$ cat config.mk
export PLATFORM = sky130hd
export DESIGN_NAME = load_store_unit
export DESIGN_NICKNAME = d
export VERILOG_FILES = /design/src/rtl/load_store_unit.sv
export SDC_FILE = /design/constraint.sdc
export NUM_CORES = 1
export LEC_CHECK = 0
export CORE_UTILIZATION = 40
export DETAILED_ROUTE_END_ITERATION = 16
export DONT_BUFFER_PORTS = 1
export PLACE_DENSITY_LB_ADDON = 0.05
export SLEW_MARGIN = 5
export SYNTH_ARGS = -nofsm -noshare
export SYNTH_HDL_FRONTEND = slang
export SYNTH_SLANG_ARGS = --single-unit
$ cat constraint.sdc
create_clock -name clk -period 2.5 [get_ports clk]
set_clock_uncertainty 0.15 [all_clocks]
set_input_delay 0.25 -clock clk [delete_from_list [all_inputs] [get_ports clk]]
set_output_delay 0.25 -clock clk [all_outputs]
set_load 0.02 [all_outputs]
$ cat src/rtl/load_store_unit.sv
// Load/store unit: turns one decoded load or store into a single word-aligned bus
// transaction, extends load data, and stalls the core until the access completes.
module load_store_unit #(
   parameter int unsigned TIMEOUT = 16
) (
   input  logic        clk,
   input  logic        rst,
   input  logic        mem_we,
   input  logic        mem_reg_w,
   input  logic [2:0]  mem_re,
   input  logic [31:0] addr,
   input  logic [31:0] store_data,
   output logic [31:0] load_data,
   output logic        stall,
   output logic        misaligned_err,
   output logic        bus_err,
   output logic        bus_valid,
   input  logic        bus_ready,
   output logic        bus_we,
   output logic [31:0] bus_addr,
   output logic [3:0]  bus_be,
   output logic [31:0] bus_wdata,
   input  logic        bus_rvalid,
   input  logic [31:0] bus_rdata
);

   localparam int unsigned CntW = (TIMEOUT > 1) ? $clog2(TIMEOUT) : 1;

   typedef enum logic [1:0] {StIdle, StReq, StWait, StDone} state_e;

   state_e            state_q, state_d;
   logic [1:0]        off_q, off_d;
   logic [2:0]        size_q, size_d;
   logic              we_q, we_d;
   logic [3:0]        be_q, be_d;
   logic [31:0]       wdata_q, wdata_d;
   logic [31:0]       addr_q, addr_d;
   logic [31:0]       load_q, load_d;
   logic [CntW-1:0]   cnt_q, cnt_d;

   logic              access, is_byte, is_half, misaligned;
   logic [3:0]        be_new;
   logic [31:0]       wdata_new, load_ext;
   logic [7:0]        rd_byte;
   logic [15:0]       rd_half;

   // Reserved size codes fall through to word handling.
   assign access     = mem_we | mem_reg_w;
   assign is_byte    = (mem_re[1:0] == 2'b00);
   assign is_half    = (mem_re[1:0] == 2'b01);
   assign misaligned = is_half ? addr[0] : (!is_byte && (addr[1:0] != 2'b00));

   always_comb begin
      be_new    = 4'b1111;
      wdata_new = store_data;
      if (is_byte) begin
         be_new    = 4'b0001 << addr[1:0];
         wdata_new = {4{store_data[7:0]}};
      end else if (is_half) begin
         be_new    = 4'b0011 << addr[1:0];
         wdata_new = {2{store_data[15:0]}};
      end
   end

   always_comb begin
      rd_byte  = 8'(bus_rdata >> {off_q, 3'b000});
      rd_half  = off_q[1] ? bus_rdata[31:16] : bus_rdata[15:0];
      load_ext = bus_rdata;
      if (size_q[1:0] == 2'b00) begin
         load_ext = size_q[2] ? {24'b0, rd_byte} : {{24{rd_byte[7]}}, rd_byte};
      end else if (size_q[1:0] == 2'b01) begin
         load_ext = size_q[2] ? {16'b0, rd_half} : {{16{rd_half[15]}}, rd_half};
      end
   end

   always_comb begin
      state_d        = state_q;
      off_d          = off_q;
      size_d         = size_q;
      we_d           = we_q;
      be_d           = be_q;
      wdata_d        = wdata_q;
      addr_d         = addr_q;
      load_d         = load_q;
      cnt_d          = cnt_q;
      stall          = 1'b0;
      misaligned_err = 1'b0;
      bus_err        = 1'b0;
      bus_valid      = 1'b0;
      case (state_q)
         StIdle: begin
            if (access) begin
               if (misaligned) begin
                  misaligned_err = 1'b1;
               end else begin
                  stall   = 1'b1;
                  off_d   = addr[1:0];
                  size_d  = mem_re;
                  we_d    = mem_we;
                  be_d    = be_new;
                  wdata_d = wdata_new;
                  addr_d  = {addr[31:2], 2'b00};
                  state_d = StReq;
               end
            end
         end
         StReq: begin
            bus_valid = 1'b1;
            stall     = 1'b1;
            if (bus_ready) begin
               cnt_d   = '0;
               state_d = StWait;
            end
         end
         StWait: begin
            stall = 1'b1;
            cnt_d = cnt_q + 1'b1;
            if (bus_rvalid) begin
               if (!we_q) load_d = load_ext;
               state_d = StDone;
            end else if (TIMEOUT != 0 && cnt_q == CntW'(TIMEOUT - 1)) begin
               bus_err = 1'b1;
               if (!we_q) load_d = '0;
               state_d = StDone;
            end
         end
         StDone: state_d = StIdle;
         default: state_d = StIdle;
      endcase
   end

   always_ff @(posedge clk) begin
      if (rst) begin
         state_q <= StIdle;
         off_q   <= '0;
         size_q  <= '0;
         we_q    <= 1'b0;
         be_q    <= '0;
         wdata_q <= '0;
         addr_q  <= '0;
         load_q  <= '0;
         cnt_q   <= '0;
      end else begin
         state_q <= state_d;
         off_q   <= off_d;
         size_q  <= size_d;
         we_q    <= we_d;
         be_q    <= be_d;
         wdata_q <= wdata_d;
         addr_q  <= addr_d;
         load_q  <= load_d;
         cnt_q   <= cnt_d;
      end
   end

   assign load_data = load_q;
   assign bus_we    = we_q;
   assign bus_addr  = addr_q;
   assign bus_be    = be_q;
   assign bus_wdata = wdata_q;

endmodule

Word level (Yosys, flattened, before mapping):

Index checks and enable logic that the tools add are counted.

* register bits after elaboration: 110
* latch bits: 0
* RAM bits: 0
* memory bits (read-only): 0
* bits of input ports: 105
* output and inout port bits: 105
* memories: 0

* add/subtract/negate cells: 1
* $mul: 0
* div/mod/pow operators: 0
* $lt $le $gt $ge: 0
* eq/ne operators: 10
* shift-type cells: 3
* multiplexer cells: 32
* bitwise logic cells: 3
* reductions and logical operators: 13

Operator list (number)
* 32-bit 2-to-1 mux: 10
* 32-bit by 5-bit >> shifter with 8-bit output: 1
* 16-bit 2-to-1 mux: 1
* 4-bit 2-to-1 mux: 3
* 1-bit 2-to-1 mux: 10
* 2-bit 2-to-1 mux: 5
* 2-bit one-hot mux with 4 select lines: 1
* 4-bit one-hot mux with 2 select lines: 1
* 2-bit by 1-bit equality test with 1-bit output, second input constant: 3
* 2-bit zero test: 3
* 2-bit inequality test, second input constant: 3
* 3-bit AND reduction: 2
* 2-bit nonzero test: 3
* 4-bit by 1-bit adder with 4-bit output, second input constant: 1
* 2-bit equality test, second input constant: 2
* 4-bit equality test, second input constant: 1
* 4-bit AND reduction: 1
* 1-bit by 2-bit << shifter with 4-bit output, first input constant: 1
* 2-bit by 2-bit << shifter with 4-bit output, first input constant: 1
* 3-bit inequality test, second input constant: 1
* 1-bit NOT: 2
* 1-bit one-hot mux with 2 select lines: 1
* 2-bit AND reduction: 1
* 2-bit OR reduction: 1
* other kinds (3): 3

Depth between registers and ports, before layout:

Gate-level depths: netlist (run 1).

* word-level depth: 7
* mapped depth: 8
* mapped depth without buffers: 6

Worst setup path before layout (run 1):

No wires, ideal clock.

* path type: flip-flop to output port
* start: reg state_q[0]
* end: out stall
* data arrival time: 1.716 ns
* data required time: 2.100 ns
* path slack: 0.384 ns
* cell stages (with the launch flop): 7
* buffers on the path: 1
* path through: dfxtp_1 -> inv_1 -> ha_1 -> o21ai_0 -> or3_1 -> clkbuf_1 -> a21oi_1

* cells in the longest elaborated chain, start to end: 3
* elaborated cells between the ends (all ways): 5
* those cells by class: eq/ne (2); mux (1); reduce/logical (2)

Ends and longest elaborated chain
* start: declaration: RTL line 31 `state_e state_q, state_d;`
* start signal: assignment: RTL line 134 `state_q <= StIdle;`
* start signal: assignment: RTL line 144 `state_q <= state_d;`
* 2-bit equality test or 2-bit by 1-bit equality test with 1-bit output (tied branches): RTL line 90 `case (state_q)`
* 2-bit OR reduction (no line)
* 1-bit one-hot mux with 2 select lines (*): RTL line 90
* end: declaration: RTL line 14 `output logic stall,`

Every way passes the cells marked *; elsewhere a longest branch is shown, timed or not.

Worst setup path in the final report (run 1):

Same ends and word-level chain as after synthesis.

==> impl_results.md, run 1 <==
* Antenna violations before repair at 0
* Ports at 210
* Slew Viols, Final at 0
* Clock Path Buffers at 2
* Post-synth EDFFs at 0
* # diodes at 0
* DR WL/cell at about 18 um
* Mapped cell area at about 5000 um2
* Worst Setup End Kind: primary output
* CTS tree: yes
* Fin crit period at approximately 2.4 ns
* Routed Antenna Nets at 0
* Worst-Skew Late Latency at between 0.3 and 0.4 ns
* M1 wire length at 6050 um
* Met3 Wirelength at approximately 1300 um
* Post-synth cell types at roughly 50
* Drc violations at 0
* Max VDD drop at about 0.4 mV
* First-pass GRT wire length at about 23000 um
* # nets final at between 700 and 800
* Drt first pass iters at 4
* Core area at ~12000 um2
* WP data required at between 2 and 2.5 ns
* Share of cells above drive strength 1 at 0.0643
* Area Growth Syn to Fin at 23.4%
* DIE HEIGHT at 114 um
* Seq/Total Area, Yosys at 0.439
* Cts bufs inserted at 9
* Yosys reg bits at 110
* Syn Inst Count at 584
* GP Congestion at between 0.8 and 0.9
* Clk root buf: clkbuf_16
* Initial DRC count at approximately 240
* Critical path, cell by cell: inv_1 -> ha_1 -> o21ai_0 -> or3_4 -> a21oi_1 -> buf_4
* Fin. Hold Viols at 0
* Predominant post-synthesis flop cell: dfxtp_1
* Top layer in use: met4
* Synth async-reset ratio at 0
* Die area at 13000 um2
* Crit-path max FO at 11
* Worst Max-Slew Pin Slew at 0.810 ns
* Pwr per Cell Area at roughly 900 nW/um2
* Port Buffers at 0
* Die Width at ~110 um
* Sink Count at 110
* Routed met2 length at between 7000 and 8000 um
* Clk slew on worst S/H paths at 0.08 ns
* Gr ovfl total at 0
* CP max-delay cell: or3_4
* Largest net degree at the start of global routing at 87
* Data arrival, critical path at 1.95 ns
* Gr usage total at 0.225
* Fin crit share at 0.941
* Leakage at between 2 and 2.5 nW
* Worst Setup Start Kind: flop
* Vias at about 4500
* Drt via density at about 5.5
* Crit-path max cell delay at 0.48 ns
* MaxCap Viol Count at 0
* Hold WS at just under 0.005 ns
* Fin util at 0.511
* Hold Crit Class: in2reg
* Post-Syn Area per Cell at approximately 8.6 um2
* YS warnings at 0
* Status: finished clean
* Kind of critical path: reg2out
* Vias in the first global route at roughly 4300
* Final Setup Violations at 0
* Fmax at approximately 0.43 GHz
* Setup_tns at 0 ns
* Dpl hpwl at roughly 9500 um
* H-tree level count at 3
* RSZ-0062 raised after global routing: no
* FP Rows at 40
* Relative slew slack at 0.458
* Initial Util at 0.414
* Final wirelength at around 15000 um
metal layers:
metal | global-route usage | vias up
met5 | 0 | -
met4 | 0.0857 | 0
met3 | 0.0792 | 19
met2 | 0.377 | 168
met1 | 0.263 | 2099
li1 | - | 2185
worst max-delay path, delay by kind of cell, from the launching register on:
kind	cells	cell delay, ns
AOI/OAI and AO/OA	2	0.32
adders and majority gates	1	0.20
buffers and inverters	2	0.27
DFF	1	0.33
and+or+nand+nor	1	0.48
metrics by stage:
| stage | cell area [um2] | setup WS, ns | cells | power (mW) |
|---|---|---|---|---|
| 4_1_cts | 6190 | 0.121 | 806 | 5.65 |
| 3_3_place_gp | 5100 | 0.268 | 714 | 3.97 |
| 6_report | 6190 | 0.147 | 806 | 5.59 |
| 5_1_grt | 6190 | 0.0227 | 806 | 5.92 |
| 2_1_floorplan | 5020 | 0.384 | 585 | 3.69 |
| 3_5_place_dp | 5100 | 0.200 | 714 | 4.00 |
area by class of cell:
cell class	count	area, um2
fill	1223	5920
multi-input combinational	405	2520
sequential	110	2200
timing repair buffer	87	873
clock buffer	9	225
tap	168	210
clock inverter	7	81.3
inverter	20	75.1
synth_stat cells (all sizes together) (3+ instances only):
library cell    n  share of area
a211oi          9          0.013
a21oi          65          0.065
a221o          20          0.040
a221oi          4         0.0070
a22o           12          0.021
a2bb2oi         4         0.0070
a311oi          8          0.014
buf            26          0.029
clkbuf         24          0.018
dfxtp         110           0.44
ha             10          0.025
inv            20          0.015
mux2i          25          0.052
mux4            4          0.018
nand2         121          0.091
nand2b          6         0.0075
nand3           3         0.0030
nor2           31          0.023
nor2b           5         0.0062
nor3           12          0.013
o21ai          22          0.022
o22ai           8          0.010
o2bb2ai         4         0.0070
o32ai           8          0.014
cell families (layout without fill, tap and decap cells):
kind of cell    Yosys count  count (layout)  share of synthesized area
simple gates            189             189                      0.163
compound gates          174             174                      0.238
flops                   110             110                      0.439
buf+inv                  70             123                     0.0619
mux                      30              30                     0.0726
fa+ha+maj                10              10                     0.0250
other cells               1               2                   0.000748
registers in the layout, indices dropped and copies added (netlist names):
register / flops
size_q: 3
off_q: 2
state_q: 2
bus_addr: 30
bus_we: 1
bus_wdata: 32
bus_be: 4
load_data: 32
cnt_q: 4
cells in the final DEF, fill, tap and decap left out, drive strengths merged, types with 8 or more instances in the layout:
cell           n
nor2          31
o22ai          8
a221o         20
o32ai          8
ha            10
dlygate4sd3   75
buf           12
mux2i         25
dfxtp        110
a21oi         65
o21ai         22
clkbuf         9
a311oi         8
a211oi         9
nand2        121
nor3          12
inv           23
a22o          12
power by group:
part           internal, mW  switching, mW
Sequential             2.07          0.585
Combinational         0.603          0.836
Clock                 0.794          0.704
worst paths after layout:
kind              depth (start not counted)                    start  slack, ns                         end
setup / recovery                          6  state_q[0]$_SDFFE_PP0P_       0.15                       stall
hold / removal                            3                mem_re[1]      0.005  bus_wdata[28]$_SDFFE_PP0P_
setup reg to reg                          7  state_q[0]$_SDFFE_PP0P_       0.37      bus_be[1]$_SDFFE_PP0P_
hold reg to reg                           2    cnt_q[0]$_SDFFE_PP0P_       0.34       cnt_q[0]$_SDFFE_PP0P_
timing repair:
action	CTS	global route
endpoints found under the hold margin	96	0
hold buffers	76	0
gates resized for setup	1	1
setup endpoints to repair	1	11
pin swaps	0	0
setup buffers	0	0
(Power assumes the default switching activity.)
==> run 2: changes to the inputs <==
--- a/constraint.sdc
+++ b/constraint.sdc
@@ -4,2 +4,2 @@
 set_output_delay 0.25 -clock clk [all_outputs]
-set_load 0.02 [all_outputs]
+set_load 0.05 [all_outputs]
==> run 2 against run 1 <==
Compared with the run above:
- the run now ends with hold timing left
- final cell count is 1.4% higher
- non-clock buffer count increased by 11
- sequential cell count is the same
- register-to-register slack got worse by 0.18 ns
- clock-buffer cell count up 1
- via count is 1.6% higher
- power is 13% higher
- sequential share of layout area decreased by 0.57 points
- worst hold slack got worse by 0.0055 ns
- utilization rose by 0.84 points
- die area is the same
- highest routed layer unchanged
==> impl_results.md, run 2 (synthesis results as in run 1) <==
* Relative slew slack at 0.306 (was 0.458)
* Share of cells above drive strength 1 at 0.0770 (was 0.0643)
* MaxCap Viol Count at 0 (unchanged)
* CP max-delay cell: or3_4 (unchanged)
* Vias at 4543 (was 4471)
* Hold WS at -0.000582 ns (was 0.00488 ns)
* Final Worst Setup Slack at 0.158 ns (was 0.147 ns)
* Status: finished with violations (was finished clean)
* Gr ovfl total at 0 (unchanged)
* WP buf/inv at 2 (unchanged)
* Clk slew on worst S/H paths at 0.07 ns (was 0.08 ns)
* Final wirelength at 15200 um (was 14800 um)
* Fin. Hold Viols at 1 (was 0)
* Setup_tns at 0 ns (unchanged)
* Slew Viols, Final at 0 (unchanged)
* FP Rows at 40 (unchanged)
* Fin crit share at 0.937 (was 0.941)
* Kind of critical path: reg2out (unchanged)
* Placed cells at 718 (was 714)
* Fmax at 0.427 GHz (was 0.425 GHz)
* Reg2reg setup slack at 0.19 ns (was 0.37 ns)
* H-tree level count at 3 (unchanged)
* Ports at 210 (unchanged)
* Fin crit period at 2.34 ns (was 2.35 ns)
* Data arrival, critical path at 1.94 ns (was 1.95 ns)
* Drt first pass iters at 6 (was 4)
* M1 wire length at 6040 um (was 6050 um)
* Leakage at 2.34 nW (was 2.30 nW)
* Largest net degree at the start of global routing at 79 (was 87)
* FILL cells at 1174 (was 1223)
* Core area at 12100 um2 (unchanged)
* Initial DRC count at 260 (was 243)
* Clk root buf: clkbuf_16 (unchanged)
* Failing checks: hold timing
* Crit-path max FO at 15 (was 11)
* Initial Util at 0.414 (unchanged)
* CTS tree: yes (unchanged)
* Sink Count at 110 (unchanged)
* Worst Setup End Kind: primary output (unchanged)
* GP Congestion at 0.806 (was 0.802)
* # nets final at 759 (was 748)
* Final non-filler cell total at 817 (was 806)
* Critical path, cell by cell: inv_2 -> ha_2 -> o21ai_1 -> or3_4 -> a21oi_2 -> buf_12 (was inv_1 -> ha_1 -> o21ai_0 -> or3_4 -> a21oi_1 -> buf_4)
* Routed met2 length at 7540 um (was 7160 um)
* Drt via density at 5.56 (was 5.55)
* Die area at 13000 um2 (unchanged)
* Top layer in use: met4 (unchanged)
* Die Width at 114 um (unchanged)
* Dpl hpwl at 9750 um (was 9460 um)
* DIE HEIGHT at 114 um (unchanged)
* Max VDD drop at 0.452 mV (was 0.401 mV)
* WP data required at 2.10 ns (about the same)
* Clock Path Buffers at 2 (unchanged)
* Cts bufs inserted at 9 (unchanged)
* Hold Crit Class: in2reg (unchanged)
* Met3 Wirelength at 1390 um (was 1290 um)
* Worst Setup Start Kind: flop (unchanged)
* Port Buffers at 0 (unchanged)
* # diodes at 0 (unchanged)
* Dpl ws at 0.184 ns (was 0.200 ns)
* Final Setup Violations at 0 (unchanged)
* Crit-path max cell delay at 0.50 ns (was 0.48 ns)
* DR WL/cell at 18.6 um (was 18.3 um)
* Vias in the first global route at 4450 (was 4343)
* Drc violations at 0 (unchanged)
* Fin util at 0.519 (was 0.511)
* Pwr per Cell Area at 1000 nW/um2 (was 903 nW/um2)
* Worst Max-Slew Pin Slew at 1.04 ns (was 0.810 ns)
* First-pass GRT wire length at 23500 um (was 22900 um)
* Gr usage total at 0.233 (was 0.225)
* Routed Antenna Nets at 0 (unchanged)
* Antenna violations before repair at 0 (unchanged)
* RSZ-0062 raised after global routing: no (unchanged)
* Commonest non-fill, non-tap cell in the layout: nand2_1 (unchanged)
* Crit-path leading delay family: simple AND/OR/NAND/NOR gates (unchanged)
* Worst-Skew Late Latency at 0.36 ns (was 0.35 ns)
* Area Growth Syn to Fin at 25.4% (was 23.4%)
* Most frequent cells in the layout: nand2_1 (121), dfxtp_1 (110), dlygate4sd3_1 (80) (was nand2_1 (121), dfxtp_1 (110), dlygate4sd3_1 (75))
run 2: changes by cell type in the layout (fill, tap and decap cells not counted), moves of 2 or more:
cell,previous run,this run
dlygate4sd3_1,75,80
inv_1,20,18
buf_4,10,14
inv_2,0,2
run 2: worst paths after layout:
check,from,end,cells after the start
setup / recovery,state_q[0]$_SDFFE_PP0P_,stall,6
hold / removal,store_data[18],bus_wdata[18]$_SDFFE_PP0P_,2
setup reg to reg,state_q[0]$_SDFFE_PP0P_,bus_addr[31]$_SDFFE_PP0P_,9
hold reg to reg,cnt_q[3]$_SDFFE_PP0P_,cnt_q[3]$_SDFFE_PP0P_,2
run 2: report_power, final:
part | switching (mW) | internal (mW) | leakage (nW) | total [mW]
logic | 0.963 | 0.712 | 1.32 | 1.68
clock network | 0.695 | 0.684 | 0.127 | 1.38
registers | 1.20 | 2.06 | 0.898 | 3.27
run 2: stage by stage:
step | cell area [um2] | power (mW)
2_1_floorplan | 5020 | 4.39
3_3_place_gp | 5140 | 4.74
3_5_place_dp | 5140 | 4.77
4_1_cts | 6250 | 6.30
5_1_grt | 6290 | 6.66
6_report | 6290 | 6.32
run 2: repair_timing:
item | CTS | global route
pin swaps | 0 | 1
buffers inserted | 0 | 1
hold buffers | 81 | 0
endpoints found under the setup margin | 1 | 18
endpoints found under the hold margin | 98 | 0
resized for setup | 1 | 5
gates cloned | 0 | 1
run 2: final cells by class:
cell class	instances	area [um2]	share of cell area
timing repair buffer	98	998	0.159
sequential	110	2200	0.350
clock inverter	6	47.5	0.00756
inverter	20	75.1	0.0119
tap	168	210	0.0334
multi-input combinational	405	2530	0.402
clock buffer	10	229	0.0364
run 2: routing by layer:
| metal | global-route usage | vias to the layer above |
|---|---|---|
| li1 | - | 2208 |
| met1 | 0.270 | 2139 |
| met2 | 0.399 | 180 |
| met3 | 0.0792 | 16 |
| met4 | 0.0857 | 0 |
| met5 | 0 | - |
==> run 3: changes to the inputs <==
Settings changed: CTS_BUF_LIST set to sky130_fd_sc_hd__clkbuf_8.
==> run 3 against run 2 <==
Compared with the run above:
- the run now ends clean
- power decreased by 4.9%
- die area unchanged
- largest power group unchanged
- worst hold slack improved by 0.011 ns
- non-clock buffer count increased by 13
- routed wire length increased by 1.4%
- global-route usage increased by 0.077 points
- worst setup slack improved by 0.019 ns
- sequential share of layout area decreased by 0.17 points
- clock power decreased by 25%
==> impl_results.md, run 3 (synthesis results as in run 1) <==
* Status: finished clean (was finished with violations)
* CP max-delay cell: dlygate4sd3_1 (was or3_4)
* CP endpoint: bus_addr[31]$_SDFFE_PP0P_ (was stall)
* Die Width at 114 um (unchanged)
* WP buf/inv at 4 (was 2)
* Hold Crit Class: in2reg (unchanged)
* Max VDD drop at 0.470 mV (was 0.452 mV)
* Largest net degree at the start of global routing at 79 (unchanged)
* Crit-path max FO at 30 (was 15)
* Drt via density at 5.58 (was 5.56)
* DR WL/cell at 18.6 um (about the same)
* # nets final at 772 (was 759)
* Fin util at 0.522 (was 0.519)
* Setup_tns at 0 ns (unchanged)
* Worst Reg-to-Reg Cells at 9 (unchanged)
* Worst-Skew Late Latency at 0.39 ns (was 0.36 ns)
* Routed met2 length at 7570 um (was 7540 um)
* RSZ-0062 raised after global routing: no (unchanged)
* Worst Max-Slew Pin Slew at 0.774 ns (was 1.04 ns)
* First-pass GRT wire length at 23600 um (was 23500 um)
* Fin crit share at 0.929 (was 0.937)
* Final Setup Violations at 0 (unchanged)
* Fin. Hold Viols at 0 (was 1)
* Crit-path max cell delay at 0.57 ns (was 0.50 ns)
* Crit. path cell count at 9 (was 6)
* Data arrival, critical path at 2.51 ns (was 1.94 ns)
* M1 wire length at 6340 um (was 6040 um)
* Crit path launch: state_q[0]$_SDFFE_PP0P_ (unchanged)
* Vias at 4632 (was 4543)
* FILL cells at 1181 (was 1174)
* Leakage at 2.36 nW (was 2.34 nW)
* Fin crit period at 2.32 ns (was 2.34 ns)
* # diodes at 0 (unchanged)
* Port Buffers at 0 (unchanged)
* Fmax at 0.431 GHz (was 0.427 GHz)
* Routed Antenna Nets at 0 (unchanged)
* MaxCap Viol Count at 0 (unchanged)
* Gr ovfl total at 0 (unchanged)
* Hold WS at 0.0103 ns (was -0.000582 ns)
* Reg2reg setup slack at 0.18 ns (was 0.19 ns)
* Initial Util at 0.414 (unchanged)
* Commonest non-fill, non-tap cell in the layout: nand2_1 (unchanged)
* GP Congestion at 0.806 (unchanged)
* Clk slew on worst S/H paths at 0.11 ns (was 0.07 ns)
* Drc violations at 0 (unchanged)
* Pwr per Cell Area at 951 nW/um2 (was 1000 nW/um2)
* Worst Setup Start Kind: flop (unchanged)
* Most frequent cells in the layout: nand2_1 (121), dfxtp_1 (110), dlygate4sd3_1 (89) (was nand2_1 (121), dfxtp_1 (110), dlygate4sd3_1 (80))
* Slew Viols, Final at 0 (unchanged)
* DIE HEIGHT at 114 um (unchanged)
* Crit-path leading delay family: buffers and inverters (was simple AND/OR/NAND/NOR gates)
* Kind of critical path: reg2reg (was reg2out)
* Drt first pass iters at 4 (was 6)
* Final wirelength at 15400 um (was 15200 um)
* FP Rows at 40 (unchanged)
* Die area at 13000 um2 (unchanged)
* Gr usage total at 0.234 (was 0.233)
* Core area at 12100 um2 (unchanged)
* WP data required at 2.69 ns (was 2.10 ns)
* Clk root buf: clkbuf_8 (was clkbuf_16)
* Initial DRC count at 269 (was 260)
* Relative slew slack at 0.480 (was 0.306)
* Share of cells above drive strength 1 at 0.0816 (was 0.0770)
* Sink Count at 110 (unchanged)
* Ports at 210 (unchanged)
* H-tree level count at 3 (unchanged)
* Worst Setup End Kind: flop (was primary output)
* Clock Path Buffers at 2 (unchanged)
* Met3 Wirelength at 1290 um (was 1390 um)
* Vias in the first global route at 4456 (was 4450)
* Worst reg2reg endpoint: bus_addr[31]$_SDFFE_PP0P_ (unchanged)
* CTS tree: yes (unchanged)
* Dpl hpwl at 9750 um (unchanged)
* Antenna violations before repair at 0 (unchanged)
* Cts bufs inserted at 9 (unchanged)
* Worst R2R Start: state_q[0]$_SDFFE_PP0P_ (unchanged)
* Area Growth Syn to Fin at 26.1% (was 25.4%)
* Critical path, cell by cell: inv_2 -> ha_2 -> o21ai_1 -> buf_4 -> nor3_4 -> buf_12 -> nand2_1 -> a21oi_1 -> dlygate4sd3_1 (was inv_2 -> ha_2 -> o21ai_1 -> or3_4 -> a21oi_2 -> buf_12)
* Top layer in use: met4 (unchanged)
run 3: cell count changes in the layout (fill, tap and decap cells not counted), sizes merged:
cell	previous run	this run
buf	17	21
dlygate4sd3	80	89
clkbuf	11	10
inv	21	22
run 3: worst min-delay path: stages:
cell	delay (ns)
nand2_1	0.03
o21ai_0	0.10
nand2_1	0.08
a21oi_1	0.05
run 3: through the flow:
stage	cell area, um2	std cells	setup slack, ns	power [mW]
6_report	6320	830	0.177	6.01
5_1_grt	6320	830	0.0305	6.34
4_1_cts	6260	825	0.0165	5.96
3_5_place_dp	5140	718	0.184	4.77
3_3_place_gp	5140	718	0.263	4.74
2_1_floorplan	5020	585	0.260	4.39
run 3: worst min-delay path by stage:
stage	from	endpoint	slack (ns)	cells after the start
floorplan	mem_re[2]	size_q[2]$_SDFFE_PP0P_	0.24	2
global placement	rst	bus_addr[31]$_SDFFE_PP0P_	0.17	1
detailed placement	rst	bus_addr[31]$_SDFFE_PP0P_	0.18	1
CTS	mem_re[1]	bus_wdata[27]$_SDFFE_PP0P_	0.0002	4
global route	bus_rdata[15]	load_data[15]$_SDFFE_PP0P_	0.01	3
finish	mem_re[1]	bus_wdata[27]$_SDFFE_PP0P_	0.01	4
run 3: cell type report:
cell class                 count  area [um2]  share of cell area
multi-input combinational    405        2530               0.400
sequential                   110        2200               0.348
timing repair buffer         111        1130               0.179
tap                          168         210              0.0332
clock buffer                   9         124              0.0196
inverter                      20        75.1              0.0119
clock inverter                 7        51.3             0.00811
run 3: metal layers:
metal  up-vias  global-route usage
li1       2222                   -
met1      2210               0.280
met2       184               0.398
met3        16              0.0701
met4         0              0.0823
met5         -                   0
run 3: repair_timing:
item	in CTS	in global routing
setup buffers	0	4
gates cloned	0	1
endpoints found under the setup margin	1	18
gates resized for setup	1	5
hold buffers	91	0
endpoints found under the hold margin	102	0
pin swaps	0	2
run 3: report_power, final:
group          internal, mW  switching, mW
Sequential             2.06           1.20
Clock                 0.366          0.660
Combinational         0.745          0.978
Total                  3.17           2.84
